**config.mk**
```make
export PLATFORM = sky130hd
export DESIGN_NAME = ecrc_stream_engine
export DESIGN_NICKNAME = d
export VERILOG_FILES = /design/src/rtl/ecrc_pkg.sv /design/src/rtl/ecrc_dw_chain.sv /design/src/rtl/ecrc_stream_engine.sv
export SDC_FILE = /design/constraint.sdc
export NUM_CORES = 1
export LEC_CHECK = 0
export ABC_CLOCK_PERIOD_IN_PS = 62000
export BUFFER_PORTS_ARGS = -buffer_cell sky130_fd_sc_hd__buf_2
export CORE_ASPECT_RATIO = 0.9
export CORE_MARGIN = 2
export CORE_UTILIZATION = 50
export DETAILED_ROUTE_END_ITERATION = 6
export HOLD_SLACK_MARGIN = 0.03
export PLACE_DENSITY = 0.68
export SLEW_MARGIN = 20
export SYNTH_ARGS = -nofsm -noshare
export SYNTH_HDL_FRONTEND = slang
export SYNTH_SLANG_ARGS = --single-unit
export TNS_END_PERCENT = 1
```
**constraint.sdc**
```tcl
create_clock -name i_clk -period 62 [get_ports i_clk]
set_clock_uncertainty 0.1 [all_clocks]
set_input_delay 3.1 -clock i_clk [delete_from_list [all_inputs] [get_ports i_clk]]
set_output_delay 3.1 -clock i_clk [all_outputs]
set_load 0.01 [all_outputs]
```
**src/rtl/ecrc_pkg.sv**
```systemverilog
// Shared definitions for the streaming PCIe ECRC engine: FSM encoding,
// polynomial/seed defaults and the per-DW CRC-32 update and output mapping.
package ecrc_pkg;

  localparam logic [31:0] ECRC_POLY = 32'h04C1_1DB7;
  localparam logic [31:0] ECRC_SEED = 32'hFFFF_FFFF;

  localparam logic [1:0] StIdle  = 2'd0;
  localparam logic [1:0] StAccum = 2'd1;
  localparam logic [1:0] StDone  = 2'd2;

  // One 32-bit MSB-first CRC-32 step.
  function automatic logic [31:0] crc32_dw_next(
    input logic [31:0] remainder,
    input logic [31:0] dw,
    input logic [31:0] poly = ECRC_POLY
  );
    logic [31:0] r;
    logic        fb;
    r = remainder;
    for (int i = 31; i >= 0; i--) begin
      fb = r[31] ^ dw[i];
      r  = {r[30:0], 1'b0};
      if (fb) r = r ^ poly;
    end
    return r;
  endfunction

  // PCIe ECRC presentation: complement the remainder, bit-reverse within each byte.
  function automatic logic [31:0] pcie_ecrc_map(input logic [31:0] remainder);
    logic [31:0] c;
    logic [31:0] m;
    c = ~remainder;
    for (int b = 0; b < 4; b++) begin
      for (int i = 0; i < 8; i++) begin
        m[8*b + i] = c[8*b + 7 - i];
      end
    end
    return m;
  endfunction

endpackage

```
**src/rtl/ecrc_dw_chain.sv**
```systemverilog
// Unrolled CRC-32 update across every DW slot of a beat; the clamped DW count
// picks which intermediate remainder is the beat's result.
module ecrc_dw_chain
  import ecrc_pkg::*;
#(
  parameter int unsigned DATA_WIDTH   = 256,
  parameter int unsigned LENGTH_WIDTH = 4,
  parameter logic [31:0] POLY         = ECRC_POLY
) (
  input  logic [31:0]             crc_seed,
  input  logic [DATA_WIDTH-1:0]   beat_data,
  input  logic [LENGTH_WIDTH-1:0] num_dw,
  output logic [31:0]             crc_rem
);

  localparam int unsigned NumDw = DATA_WIDTH / 32;

  logic [31:0] stage [NumDw+1];

  assign stage[0] = crc_seed;

  for (genvar k = 0; k < NumDw; k++) begin : g_stage
    assign stage[k+1] = crc32_dw_next(stage[k], beat_data[DATA_WIDTH-1-32*k -: 32], POLY);
  end

  // num_dw is already clamped to NumDw by the caller; 0 passes the seed through.
  always_comb begin
    crc_rem = stage[0];
    for (int k = 1; k <= NumDw; k++) begin
      if (int'(num_dw) == k) crc_rem = stage[k];
    end
  end

endmodule

```
**src/rtl/ecrc_stream_engine.sv**
```systemverilog
// Multi-beat PCIe ECRC generator/checker: accumulates CRC-32 over a TLP streamed
// as DW-counted beats and presents the mapped ECRC with a valid/ready handshake.
module ecrc_stream_engine
  import ecrc_pkg::*;
#(
  parameter int unsigned DATA_WIDTH   = 256,
  parameter int unsigned LENGTH_WIDTH = 4,
  parameter int unsigned POLY_WIDTH   = 32,
  parameter logic [31:0] POLY         = ECRC_POLY,
  parameter logic [31:0] SEED         = ECRC_SEED,
  parameter bit          MASK_VARIANT = 1'b1
) (
  input  logic                    i_clk,
  input  logic                    i_n_rst,
  input  logic                    ECRC_i_Valid,
  output logic                    ECRC_o_Ready,
  input  logic                    ECRC_i_SOP,
  input  logic                    ECRC_i_EOP,
  input  logic [DATA_WIDTH-1:0]   ECRC_i_Data,
  input  logic [LENGTH_WIDTH-1:0] ECRC_i_Length,
  input  logic                    ECRC_i_Mode,
  input  logic [31:0]             ECRC_i_Expected,
  output logic                    ECRC_o_Valid,
  input  logic                    ECRC_i_Ready,
  output logic [31:0]             ECRC_o_CRC,
  output logic                    ECRC_o_Match,
  output logic                    ECRC_o_Err
);

  localparam int unsigned NumDw = DATA_WIDTH / 32;

  logic [1:0]            state_q, state_d;
  logic [POLY_WIDTH-1:0] rem_q, rem_d;
  logic                  mode_q, mode_d;
  logic [31:0]           res_crc_q, res_crc_d;
  logic                  res_match_q, res_match_d;
  logic                  err_q, err_d;

  logic                    accept;
  logic                    in_tlp;
  logic                    apply;
  logic                    len_over;
  logic                    cur_mode;
  logic [LENGTH_WIDTH-1:0] num_dw;
  logic [DATA_WIDTH-1:0]   beat_data;
  logic [31:0]             chain_seed;
  logic [31:0]             chain_rem;
  logic [31:0]             final_crc;

  // Ready drops only while a finished result waits for its consumer.
  assign ECRC_o_Ready = (state_q != StDone) | ECRC_i_Ready;
  assign ECRC_o_Valid = (state_q == StDone);
  assign ECRC_o_CRC   = res_crc_q;
  assign ECRC_o_Match = res_match_q;
  assign ECRC_o_Err   = err_q;

  assign accept   = ECRC_i_Valid & ECRC_o_Ready;
  assign in_tlp   = (state_q == StAccum);
  assign apply    = accept & (ECRC_i_SOP | in_tlp);
  assign len_over = 32'(ECRC_i_Length) > NumDw;
  assign num_dw   = len_over ? LENGTH_WIDTH'(NumDw) : ECRC_i_Length;
  assign cur_mode = ECRC_i_SOP ? ECRC_i_Mode : mode_q;

  // A SOP beat always restarts from SEED, which also covers the mid-TLP abort.
  assign chain_seed = ECRC_i_SOP ? SEED : rem_q;
  assign final_crc  = pcie_ecrc_map(chain_rem);

  always_comb begin
    beat_data = ECRC_i_Data;
    if (MASK_VARIANT && ECRC_i_SOP) begin
      beat_data[DATA_WIDTH-32+24] = 1'b1;
      beat_data[DATA_WIDTH-32+14] = 1'b1;
    end
  end

  ecrc_dw_chain #(
    .DATA_WIDTH  (DATA_WIDTH),
    .LENGTH_WIDTH(LENGTH_WIDTH),
    .POLY        (POLY)
  ) u_chain (
    .crc_seed (chain_seed),
    .beat_data(beat_data),
    .num_dw   (num_dw),
    .crc_rem  (chain_rem)
  );

  always_comb begin
    state_d     = state_q;
    rem_d       = rem_q;
    mode_d      = mode_q;
    res_crc_d   = res_crc_q;
    res_match_d = res_match_q;
    err_d       = 1'b0;

    if (state_q == StDone && ECRC_i_Ready) state_d = StIdle;

    // SOP inside a TLP aborts it; a non-SOP beat outside a TLP is dropped.
    if (accept) err_d = len_over | (ECRC_i_SOP == in_tlp);

    if (apply) begin
      rem_d  = chain_rem;
      mode_d = cur_mode;
      if (ECRC_i_EOP) begin
        state_d     = StDone;
        res_crc_d   = final_crc;
        res_match_d = cur_mode & (final_crc == ECRC_i_Expected);
      end else begin
        state_d = StAccum;
      end
    end
  end

  always_ff @(posedge i_clk) begin
    if (!i_n_rst) begin
      state_q     <= StIdle;
      rem_q       <= SEED;
      mode_q      <= 1'b0;
      res_crc_q   <= '0;
      res_match_q <= 1'b0;
      err_q       <= 1'b0;
    end else begin
      state_q     <= state_d;
      rem_q       <= rem_d;
      mode_q      <= mode_d;
      res_crc_q   <= res_crc_d;
      res_match_q <= res_match_d;
      err_q       <= err_d;
    end
  end

endmodule

```
## Yosys cells after proc, flatten, opt, wreduce, memory -nomap -nowiden

Index checks and enable logic that the tools add are counted.

| word-level totals | value |
|---|---|
| input bits | 299 |
| register bits after elaboration | 69 |
| word-level logic and storage cells | 815 |

| cells by class | value |
|---|---|
| order comparisons | 1 |
| equality and inequality tests | 13 |
| reductions and logical operators | 4 |
| bitwise operators | 519 |
| mux-type cells | 272 |

Operator list:

| kind | number |
|---|---|
| two-way mux 27 bit | 256 |
| inverter 14 bit | 256 |
| two-way mux 32 bit | 9 |
| XOR 1 bit | 256 |
| == test 32 bit | 1 |
| inverter 32 bit | 1 |
| == test 4 bit (second input constant) | 5 |
| == test 4 x 3 -> 1 bit (second input constant) | 2 |
| two-way mux 2 bit | 3 |
| == test 4 x 2 -> 1 bit (second input constant) | 1 |
| > comparator 4 bit (second input constant) | 1 |
| two-way mux 4 bit | 1 |
| AND reduction 2 bit | 2 |
| bitwise AND 1 bit | 3 |
| two-way mux 1 bit | 3 |
| bitwise OR 1 bit | 3 |
| == test 2 x 1 -> 1 bit (second input constant) | 1 |
| == test 2 bit (second input constant) | 1 |
| != test 2 bit (second input constant) | 1 |
| nonzero test 2 bit | 1 |
| == test 1 bit | 1 |
| logical AND 1 bit | 1 |

## Logic depth before layout (Yosys ltp)

Gate-level depths: netlist of the first run.

| logic depth | value |
|---|---|
| word-level depth | 517 |
| depth in mapped cells | 67 |

## By module

From an unflattened synthesis of the first run, not the netlist that was laid out.

| unflattened totals | value |
|---|---|
| cells, all modules | 3439 |
| area, all modules | 43023.8 µm² |

By module, submodules not included:

| module | cells each | seq. area each (µm²) | instances | area an instance (µm²) |
|---|---|---|---|---|
| ecrc_dw_chain | 3055 | 0.0 | 1 | 39854.5 |
| ecrc_stream_engine | 384 | 1381.3 | 1 | 3169.3 |

## Worst setup path after synthesis of the first run

Ideal clock, no wire load.

| path | value |
|---|---|
| path type | input port to flip-flop |
| start | in ECRC_i_Data[248] |
| end | reg res_match_q, in the netlist ECRC_o_Match |
| stages on the path | 57 |
| path slack | 37.018 ns |
| required time | 61.804 ns |
| buffers on the path | 5 |
| arrival | 24.787 ns |
| path through | xnor2_1 > mux2i_1 > xor2_2 > xnor2_1 > xnor3_1 > buf_6 > xor3_2 > xor2_1 > xor3_1 > buf_6 > xor3_2 > xnor3_2 > xor3_1 > xnor3_2 > xnor3_2 > xor3_2 > xor3_2 > xnor2_4 > [21 not listed] > xnor3_2 > xnor2_4 > xnor3_2 > xor3_2 > xnor3_2 > xnor3_1 > xnor3_2 > xnor3_1 > xor3_1 > xnor3_1 > xnor3_1 > xnor3_2 > xnor3_1 > a32o_1 > a211o_1 > o41ai_1 > o2111ai_1 > o41ai_2 |

| between the ends | value |
|---|---|
| cells in the longest elaborated chain, start to end | 330 |
| elaborated cells between the ends (all ways) | 746 |
| classes of those cells | eq/ne: 1; mux: 258; bitwise: 487 |

Ends and longest elaborated chain:

| element | RTL line | RTL |
|---|---|---|
| from (decl) | ecrc_stream_engine.sv:19 | `input logic [DATA_WIDTH-1:0] ECRC_i_Data,` |
| two-way mux 1 bit (*) | ecrc_stream_engine.sv:70 | `if (MASK_VARIANT && ECRC_i_SOP) begin` |
| XOR 1 bit (*) | ecrc_pkg.sv:22 | `fb = r[31] ^ dw[i];` |
| two-way mux 27 bit (*) | ecrc_pkg.sv:24 | `if (fb) r = r ^ poly;` |
| inverter 14 bit (no source line) | -- |  |
| two-way mux 27 bit | ecrc_pkg.sv:24 |  |
| inverter 14 bit (no source line) | -- |  |
| two-way mux 27 bit (2 in a row) | ecrc_pkg.sv:24 |  |
| inverter 14 bit (no source line) | -- |  |
| [312 not listed] | -- |  |
| inverter 14 bit (no source line) | -- |  |
| two-way mux 27 bit | ecrc_pkg.sv:24 |  |
| inverter 14 bit (no source line) | -- |  |
| two-way mux 27 bit (2 in a row) | ecrc_pkg.sv:24 |  |
| two-way mux 32 bit (*) | ecrc_dw_chain.sv:30 | `if (int'(num_dw) == k) crc_rem = stage[k];` |
| inverter 32 bit (*) | ecrc_pkg.sv:33 | `c = ~remainder;` |
| == test 32 bit (*) | ecrc_stream_engine.sv:106 | `res_match_d = cur_mode & (final_crc == ECRC_i_Expected);` |
| bitwise AND 1 bit (*) | ecrc_stream_engine.sv:106 |  |
| to (signal assigned) | ecrc_stream_engine.sv:126 | `res_match_q <= res_match_d;` |
| to (decl) | ecrc_stream_engine.sv:36 | `logic res_match_q, res_match_d;` |

Every way passes the cells marked *; elsewhere a longest branch is shown, timed or not.
A chain may end at the register's enable or synchronous reset.

## Worst setup path after layout of the first run

| path | value |
|---|---|
| start | in ECRC_i_SOP |
| end | reg res_match_q, in the netlist ECRC_o_Match |

| between the ends | value |
|---|---|
| cells in the longest elaborated chain, start to end | 333 |
| elaborated cells between the ends (all ways) | 786 |
| classes of those cells | eq/ne: 1; mux: 268; bitwise: 516; reduce/logical: 1 |

Ends and longest elaborated chain:

| element | RTL line | RTL |
|---|---|---|
| from (decl) | ecrc_stream_engine.sv:17 | `input logic ECRC_i_SOP,` |
| two-way mux 32 bit | ecrc_stream_engine.sv:65 | `assign chain_seed = ECRC_i_SOP ? SEED : rem_q;` |
| XOR 1 bit (tied with other cells) | ecrc_pkg.sv:22 |  |
| two-way mux 27 bit / inverter 14 bit (equally long branches) | -- |  |
| two-way mux 27 bit (tied with other cells) (3 in a row) | ecrc_pkg.sv:24 |  |
| two-way mux 27 bit / inverter 14 bit (equally long branches) | -- |  |
| two-way mux 27 bit (tied with other cells) | ecrc_pkg.sv:24 |  |
| inverter 14 bit (no source line) / two-way mux 27 bit (equally long branches) | -- |  |
| two-way mux 27 bit (tied with other cells) | ecrc_pkg.sv:24 |  |
| [315 not listed] | -- |  |
| two-way mux 27 bit (tied with other cells) | ecrc_pkg.sv:24 |  |
| two-way mux 27 bit / inverter 14 bit (equally long branches) | -- |  |
| two-way mux 27 bit (tied with other cells) | ecrc_pkg.sv:24 |  |
| two-way mux 27 bit | ecrc_pkg.sv:24 |  |
| two-way mux 32 bit | ecrc_dw_chain.sv:30 |  |
| inverter 32 bit | ecrc_pkg.sv:33 |  |
| == test 32 bit | ecrc_stream_engine.sv:106 |  |
| bitwise AND 1 bit | ecrc_stream_engine.sv:106 |  |

Several ways; a longest one is shown, not always the timed one.

==> run metrics, run 1 <==
status finished clean; post-synthesis sequential area ratio 3.08%; Slew HR 28.1%; clock sinks 69; vias in the first global route 29,233; fillcell total 7,851; CTS buffer count 9; Post-CTS Setup Bufs 0; Synth Warn # 0; slowest cell on the critical path xnor3_1; Initial Utilization 50.3%; largest net degree at the start of global routing 71; Worst Path Arrival 30.93 ns; H-Tree Depth 3; drt via density 5.77; die footprint 0.0920 sq mm; initial DRC count 2,989; wire length after detailed routing 152,000 microns; Clock Tree Buf Depth 2; Required @ worst endpoint 62.15 ns; Worst Path Max Fanout 62; most frequent cells in the layout xnor2_1 (1,158), xnor3_1 (801), xor2_1 (409), buf_2 (334), nand2_1 (165); Post-synth EDFFs 0; register area 0.00138 sq mm; placed wire-length estimate 131,000 microns; Synth Flop Type dfxtp_1; Die Ht 288 microns; GP Congestion 0.988; worst slew pin tran 1.06 ns; Min-Delay Path Class reg2reg; Syn Nets 3,976; CTS tree built; Setup Total Neg Slack 0 ns; gr ovfl total 0; clock root buffer clkbuf_16; CP top delay family XOR/XNOR gates; Mapped Area 0.0448 sq mm; post-route clock period utilization 49.6%; Mapped Avg Cell Area 12.2 sq um; Remaining DRCs 0; die width 320 microns; commonest non-fill, non-tap cell in the layout xnor2_1; DRT Pass-1 Iters 7; Tot GR Track Use 32.6%; fin cells 5,093; multi-input logic area 0.0428 sq mm; Worst path most repeated cell xnor3_1; WL/cell 29.9 microns; worst stage delay on the critical path 0.90 ns; final setup fails 0; post_cts resized 0; hold_buf cts 0; RSZ-0062 raised after global routing no; Core Box Area 0.0891 sq mm; clock slew at reported path FFs 0.07 ns; P&R area growth vs syn 6.86%; Critical Path End Type flop; dpl cells 5,077; Detail Route Antenna Nets 0; diode count 0; layout cells sized above 1 15.0%; ys async rst share 0%; nets 4,222; Final Hold Fails 0; min Tclk post-route 30.78 ns; IO Count 335; crit path launch type input pin; flip-flop and latch count after synthesis 69; post-route design area 0.0479 sq mm; initial antenna violation count 3; distinct cell type count of the synthesized netlist 68; DR vias 29,385; Buffers on Ports 334; worst-skew pair later-pin latency 0.34 ns; Synth Instances 3,676; critical path class in2reg; first-pass GRT wire length 214,000 microns; CP bufs+invs 2; Fmax 32.5 MHz; Max-Cap Viols 0; Placed Instance Area 0.0475 sq mm; row cnt 104; Slew Viols, Final 0; FF-to-FF setup slack 33.87 ns
-- cell type report --
class / count / share of cell area (%)
well taps: 1166 / 3.05
inverters: 14 / 0.110
flip-flops and latches: 69 / 2.88
repair buffers: 359 / 3.88
clock buffers: 9 / 0.470
multi-input cells: 3469 / 89.4
clock inverters: 7 / 0.220
-- stage by stage --
stage                     hold slack [ns]  setup WS (ns)  utilization (%)
after global routing                0.424          30.38             53.7
after CTS                           0.386          31.58             53.7
after floorplan                     0.355          37.02                -
after detailed placement            0.376          31.34             53.3
final                               0.388          31.22             53.7
after global placement              0.367          31.18             53.3
-- flip-flops by register name, summed over array words and instances (netlist names) --
signal	flops
ECRC_o_CRC	32
rem_q	32
state_q	2
ECRC_o_Err	1
ECRC_o_Match	1
mode_q	1
-- metal layers --
metal / track usage [%] / routed length [microns] / vias to the layer above / share of wire (%)
met4: 10.3 / 5670 / 6 / 3.7
met1: 44.9 / 63100 / 14618 / 41
met2: 52.0 / 69500 / 1509 / 46
met3: 6.40 / 14000 / 227 / 9.2
met5: 0 / 29 / - / 0.019
li1: - / - / 13025 / -
-- cells in the mapped netlist, drive strengths merged, types with 2 or more instances --
cell type | number | share of area [%]
a22oi | 2 | 0.034
o211ai | 46 | 0.77
nand3 | 12 | 0.13
nor2b | 7 | 0.098
a32oi | 2 | 0.039
nand3b | 3 | 0.050
a21boi | 10 | 0.17
a31oi | 4 | 0.056
o21ai | 139 | 1.6
xor2 | 449 | 9.6
xor3 | 150 | 8.0
nand2 | 166 | 1.4
mux2 | 8 | 0.20
a2111oi | 3 | 0.059
o22ai | 3 | 0.042
nor3 | 17 | 0.19
nor4 | 4 | 0.056
clkbuf | 75 | 0.63
a32o | 3 | 0.067
nor2 | 165 | 1.4
dfxtp | 69 | 3.1
xnor3 | 846 | 43
or3 | 5 | 0.070
and2 | 30 | 0.42
a211oi | 28 | 0.47
inv | 14 | 0.12
mux2i | 8 | 0.18
o311ai | 14 | 0.27
nand4 | 5 | 0.070
buf | 49 | 0.74
xnor2 | 1244 | 26
nand2b | 6 | 0.084
o41ai | 2 | 0.056
a21oi | 65 | 0.73
a211o | 6 | 0.12
-- worst reg2reg max path, delay by kind of cell (launching register included) --
family / cells / cell delay (ns)
xor gates and xnor gates: 48 / 26.11
AOI/OAI and AO/OA: 2 / 0.77
and+or+nand+nor: 1 / 0.41
DFF: 1 / 0.36
muxes: 1 / 0.32
-- worst paths after layout --
| path | from | end | cells past startpoint |
|---|---|---|---|
| worst max-delay path | ECRC_i_SOP | ECRC_o_Match | 54 |
| worst min register to register | mode_q | mode_q | 2 |
| worst max register to register | rem_q[24] | ECRC_o_Match | 52 |
| worst min-delay path | mode_q | mode_q | 2 |
-- kinds of logic (layout without fill, tap and decap cells) --
family | after synthesis | in the layout | synth area share, %
compound gates | 339 | 339 | 4.66
xor+xnor | 2689 | 2689 | 86.3
fa+ha+maj | 1 | 1 | 0.0279
buf+inv | 138 | 389 | 1.49
flops | 69 | 69 | 3.08
mux | 16 | 16 | 0.380
simple gates | 424 | 424 | 4.06
Power of run 1 is left out: the tool's default activity adds up to more than one toggle a clock period on the data nets, which glitch-free logic cannot reach.
==> run 2: changes to the inputs <==
--- a/config.mk
+++ b/config.mk
@@ -5,14 +5,14 @@
 export SDC_FILE = /design/constraint.sdc
 export NUM_CORES = 1
 export LEC_CHECK = 0
-export ABC_CLOCK_PERIOD_IN_PS = 62000
+export ABC_CLOCK_PERIOD_IN_PS = 28200
 export BUFFER_PORTS_ARGS = -buffer_cell sky130_fd_sc_hd__buf_2
 export CORE_ASPECT_RATIO = 0.9
 export CORE_MARGIN = 2
 export CORE_UTILIZATION = 50
 export DETAILED_ROUTE_END_ITERATION = 6
 export HOLD_SLACK_MARGIN = 0.03
-export PLACE_DENSITY = 0.68
+export PLACE_DENSITY = 0.71
 export SLEW_MARGIN = 20
 export SYNTH_ARGS = -nofsm -noshare
 export SYNTH_HDL_FRONTEND = slang
==> constraint.sdc (replaced) <==
create_clock -name i_clk -period 28.2 [get_ports i_clk]
set_clock_uncertainty 0.1 [all_clocks]
set_input_delay 1.41 -clock i_clk [delete_from_list [all_inputs] [get_ports i_clk]]
set_output_delay 1.41 -clock i_clk [all_outputs]
set_load 0.01 [all_outputs]
==> run metrics, run 2 (synthesis gave the netlist of run 1 again) <==
status finished clean; crit path launch type input pin; reg2reg path depth 54 (+3.8%); nets 4,320 (+2.3%); slowest cell on the critical path xnor3_1; die width 320 microns (unchanged); wire length after detailed routing 154,000 microns (+1.1%); Worst Path Max Fanout 36 (-42%); clock sinks 69 (unchanged); CTS tree built; first-pass GRT wire length 217,000 microns (+1.0%); post-route design area 0.0486 sq mm (+1.5%); Core Box Area 0.0891 sq mm (unchanged); worst-skew pair later-pin latency 0.35 ns (about the same); P&R area growth vs syn 8.48%; most frequent cells in the layout xnor2_1 (1,158), xnor3_1 (799), xor2_1 (409), buf_2 (334), nand2_1 (165); Placed Instance Area 0.0483 sq mm (+1.5%); Remaining DRCs 0 (unchanged); placed wire-length estimate 133,000 microns (+1.0%); row cnt 104 (unchanged); hold path depth 2 (unchanged); final setup fails 0 (unchanged); hold_buf cts 0 (unchanged); DRT Pass-1 Iters 5 (-2); Clock Tree Buf Depth 2 (unchanged); Initial Utilization 50.3% (unchanged); Detail Route Antenna Nets 0 (unchanged); RSZ-0062 raised after global routing no; drt via density 5.73 (-0.77%); Critical Path End Type flop; IO Count 335 (unchanged); worst hold path startpoint state_q[1]; commonest non-fill, non-tap cell in the layout xnor2_1; Fmax 36.5 MHz; initial antenna violation count 3 (unchanged); Reg-to-Reg Start rem_q[31]; GP Congestion 1.00 (+1.6%); DR vias 29,737 (+1.2%); Slew HR 32.2% (+4.1 points); CTS buffer count 9 (unchanged); Die Ht 288 microns (unchanged); initial DRC count 3,194 (+6.9%); clock root buffer clkbuf_16; final core occ 54.5% (+0.82 points); clock slew at reported path FFs 0.07 ns (about the same); Critical R2R Capture ECRC_o_Match; Worst Path Arrival 27.55 ns (-3.38 ns); vias in the first global route 29,763 (+1.8%); critical path class in2reg; WHS Endpoint state_q[1]; Slew Viols, Final 0 (unchanged); fillcell total 7,746 (-1.3%); Final Hold Fails 0 (unchanged); worst slew pin tran 1.01 ns (-0.0550 ns); Worst path most repeated cell xnor3_1; Min-Delay Path Class reg2reg; worst stage delay on the critical path 0.78 ns (-0.12 ns); Max-Cap Viols 0 (unchanged); Setup Total Neg Slack 0 ns (unchanged); FF-to-FF setup slack 1.53 ns (-32.34 ns); largest net degree at the start of global routing 71 (unchanged); min Tclk post-route 27.40 ns; Buffers on Ports 334 (unchanged); H-Tree Depth 3 (unchanged); Tot GR Track Use 32.9% (+0.28 points); post-route clock period utilization 97.2%; WL/cell 29.6 microns (-0.88%); die footprint 0.0920 sq mm (unchanged); Required @ worst endpoint 28.35 ns (-33.80 ns); gr ovfl total 0 (unchanged); layout cells sized above 1 17.2% (+2.1 points)
==> run 2: cell count changes in the layout (fill, tap and decap cells not counted), sizes merged <==
cell / change
buf: +98
diode: +3
clkinv: +2
inv: -2
bufinv: -1
clkbuf: +1
==> run 2: how the worst max path moves through the flow <==
stage | cells after the start | end | start | slack (ns)
after floorplan | 57 | ECRC_o_Match | ECRC_i_Data[248] | 4.91
after global routing | 55 | ECRC_o_Match | ECRC_i_SOP | 0.18
after global placement | 53 | ECRC_o_Match | ECRC_i_SOP | 0.80
final | 54 | ECRC_o_Match | ECRC_i_SOP | 0.80
after detailed placement | 53 | ECRC_o_Match | ECRC_i_SOP | 0.61
after CTS | 53 | ECRC_o_Match | ECRC_i_SOP | 0.92
==> run 2: final cells by class <==
| type | count | area [sq um] | share of cell area (%) |
|---|---|---|---|
| inverters | 14 | 52.6 | 0.108 |
| repair buffers | 457 | 2590 | 5.34 |
| flip-flops and latches | 69 | 1380 | 2.84 |
| clock inverters | 6 | 71.3 | 0.147 |
| multi-input cells | 3469 | 42800 | 88.1 |
| clock buffers | 10 | 239 | 0.492 |
| diodes | 3 | 7.51 | 0.0154 |
| well taps | 1166 | 1460 | 3.00 |
==> run 2: worst max-delay path: cells and delay by family <==
kind,cells,cell delay [ns]
xor gates and xnor gates,45,23.44
buffers and inverters,3,1.06
AOI/OAI and AO/OA,5,1.39
and+or+nand+nor,1,0.14
==> run 2: what timing repair did <==
action                     4_1_cts  5_1_grt
gates resized for setup          0        3
buffers inserted                 0        0
setup endpoints to repair        0        1
==> run 2: metrics by stage <==
| step | cells | hold WS [ns] | setup slack [ns] |
|---|---|---|---|
| global route | 5191 | 0.413 | 0.176 |
| CTS | 5191 | 0.385 | 0.925 |
| finish | 5194 | 0.389 | 0.800 |
| floorplan | 3676 | 0.355 | 4.91 |
| detailed placement | 5175 | 0.377 | 0.614 |
| global placement | 5175 | 0.370 | 0.796 |
==> run 2: per-layer routing <==
layer,routed length [microns],vias up,track usage [%]
met5,0,-,0
met4,6320,0,11.6
met3,15000,236,6.68
met2,69700,1581,52.2
met1,62900,14699,44.9
li1,-,13221,-
Power of run 2 is left out for the same reason.
==> run 3: changes to the inputs <==
--- a/config.mk
+++ b/config.mk
@@ -10,6 +10,7 @@
 export CORE_ASPECT_RATIO = 0.9
 export CORE_MARGIN = 2
 export CORE_UTILIZATION = 50
+export CTS_BUF_LIST = sky130_fd_sc_hd__clkbuf_16
 export DETAILED_ROUTE_END_ITERATION = 6
 export HOLD_SLACK_MARGIN = 0.03
 export PLACE_DENSITY = 0.71
==> run metrics, run 3 (synthesis gave the netlist of run 1 again) <==
status finished clean; wire length on met1 63,200 microns (+0.35%); H-Tree Depth 3 (unchanged); drt via density 5.74 (+0.30%); Fmax 36.6 MHz (+0.17%); hold path depth 2 (unchanged); gr ovfl total 0 (unchanged); CP top delay family XOR/XNOR gates; DR vias 29,820 (+0.28%); crit path launch type input pin; Final Hold Fails 0 (unchanged); clock root buffer clkbuf_16; die width 320 microns (unchanged); initial DRC count 3,272 (+2.4%); Detail Route Antenna Nets 0 (unchanged); layout cells sized above 1 17.1% (-0.025 points); WL met2 69,600 microns (-0.18%); initial antenna violation count 3 (unchanged); largest net degree at the start of global routing 71 (unchanged); RSZ-0062 raised after global routing no; Slew HR 31.4% (-0.80 points); worst stage delay on the critical path 0.78 ns (about the same); clock slew at reported path FFs 0.07 ns (about the same); Clock Tree Buf Depth 2 (unchanged); first-pass GRT wire length 216,000 microns (about the same); worst slew pin tran 1.02 ns (+0.0143 ns); Setup Total Neg Slack 0 ns (unchanged); Fin Hold WS 0.385 ns (-0.00343 ns); GP Congestion 1.00 (unchanged); DRT Pass-1 Iters 7 (+2); CTS buffer count 9 (unchanged); reg2reg path depth 54 (unchanged); wire length after detailed routing 154,000 microns (about the same); met3 wire length 14,700 microns (-1.5%); Critical Path End Type flop; commonest non-fill, non-tap cell in the layout xnor2_1; Worst Path Arrival 27.50 ns (-0.05 ns); row cnt 104 (unchanged); worst-skew pair later-pin latency 0.34 ns (about the same); Worst path most repeated cell xnor3_1; most frequent cells in the layout xnor2_1 (1,158), xnor3_1 (799), xor2_1 (409), buf_2 (334), nand2_1 (165); CTS tree built; IO Count 335 (unchanged); CP Depth 54 (unchanged); CP bufs+invs 3 (unchanged); Slew Viols, Final 0 (unchanged); max layer used met5; placed wire-length estimate 133,000 microns (unchanged); Core Box Area 0.0891 sq mm (unchanged); Remaining DRCs 0 (unchanged); post-route clock period utilization 97.0% (-0.16 points); Min-Delay Path Class reg2reg; slowest cell on the critical path xnor3_1; Max-Cap Viols 0 (unchanged); Tot GR Track Use 32.9% (about the same); vias in the first global route 29,764 (+0.0034%); Initial Utilization 50.3% (unchanged); Worst Path Max Fanout 36 (unchanged); P&R area growth vs syn 8.46% (about the same); min Tclk post-route 27.35 ns (-0.0453 ns); Required @ worst endpoint 28.35 ns (about the same); nets 4,320 (unchanged); Buffers on Ports 334 (unchanged); WL/cell 29.6 microns (about the same); critical path class in2reg; fillcell total 7,748 (+0.026%); Post-CTS Setup Bufs 0 (unchanged); die footprint 0.0920 sq mm (unchanged); Die Ht 288 microns (unchanged); final setup fails 0 (unchanged); clock sinks 69 (unchanged)
[run 3: metrics by stage]
step	setup slack, ns	utilization [%]	instances	instance area [sq um]
final	0.845	54.5	5193	48600
after global routing	0.176	54.5	5191	48600
after CTS	0.921	54.5	5191	48600
after detailed placement	0.614	54.2	5175	48300
after global placement	0.796	54.2	5175	48300
after floorplan	4.91	-	3676	44800
[run 3: routing by layer]
layer	vias up	track usage [%]
li1	13222	-
met1	14774	44.8
met2	1581	52.1
met3	241	6.75
met4	2	11.7
met5	-	0
[run 3: worst register-to-register path, delay by kind of cell, from the launching register on]
kind                      cells  cell delay [ns]
AOI/OAI and AO/OA             5             1.40
xor gates and xnor gates     46            23.70
buffers and inverters         2             0.45
DFF                           1             0.68
and+or+nand+nor               1             0.24
[run 3: final cells by class]
| cell class | instances | area [sq um] | share of cell area (%) |
|---|---|---|---|
| Sequential cell | 69 | 1380 | 2.84 |
| Multi-Input combinational cell | 3469 | 42800 | 88.1 |
| Antenna cell | 2 | 5.00 | 0.0103 |
| Clock buffer | 9 | 225 | 0.463 |
| Tap cell | 1166 | 1460 | 3.00 |
| Clock inverter | 7 | 75.1 | 0.154 |
| Inverter | 14 | 52.6 | 0.108 |
| Timing Repair Buffer | 457 | 2590 | 5.34 |
[run 3: repair_timing]
action | 4_1_cts | 5_1_grt
endpoints found under the setup margin | 0 | 1
gates resized for setup | 0 | 3
hold buffers | 0 | 0
[run 3: final timing paths]
path / startpoint / endpoint / slack [ns]
worst max-delay path: ECRC_i_SOP / ECRC_o_Match / 0.85
worst min-delay path: state_q[1] / state_q[1] / 0.39
worst max register to register: rem_q[31] / ECRC_o_Match / 1.55
worst min register to register: state_q[1] / state_q[1] / 0.39
Power of run 3 is left out for the same reason.
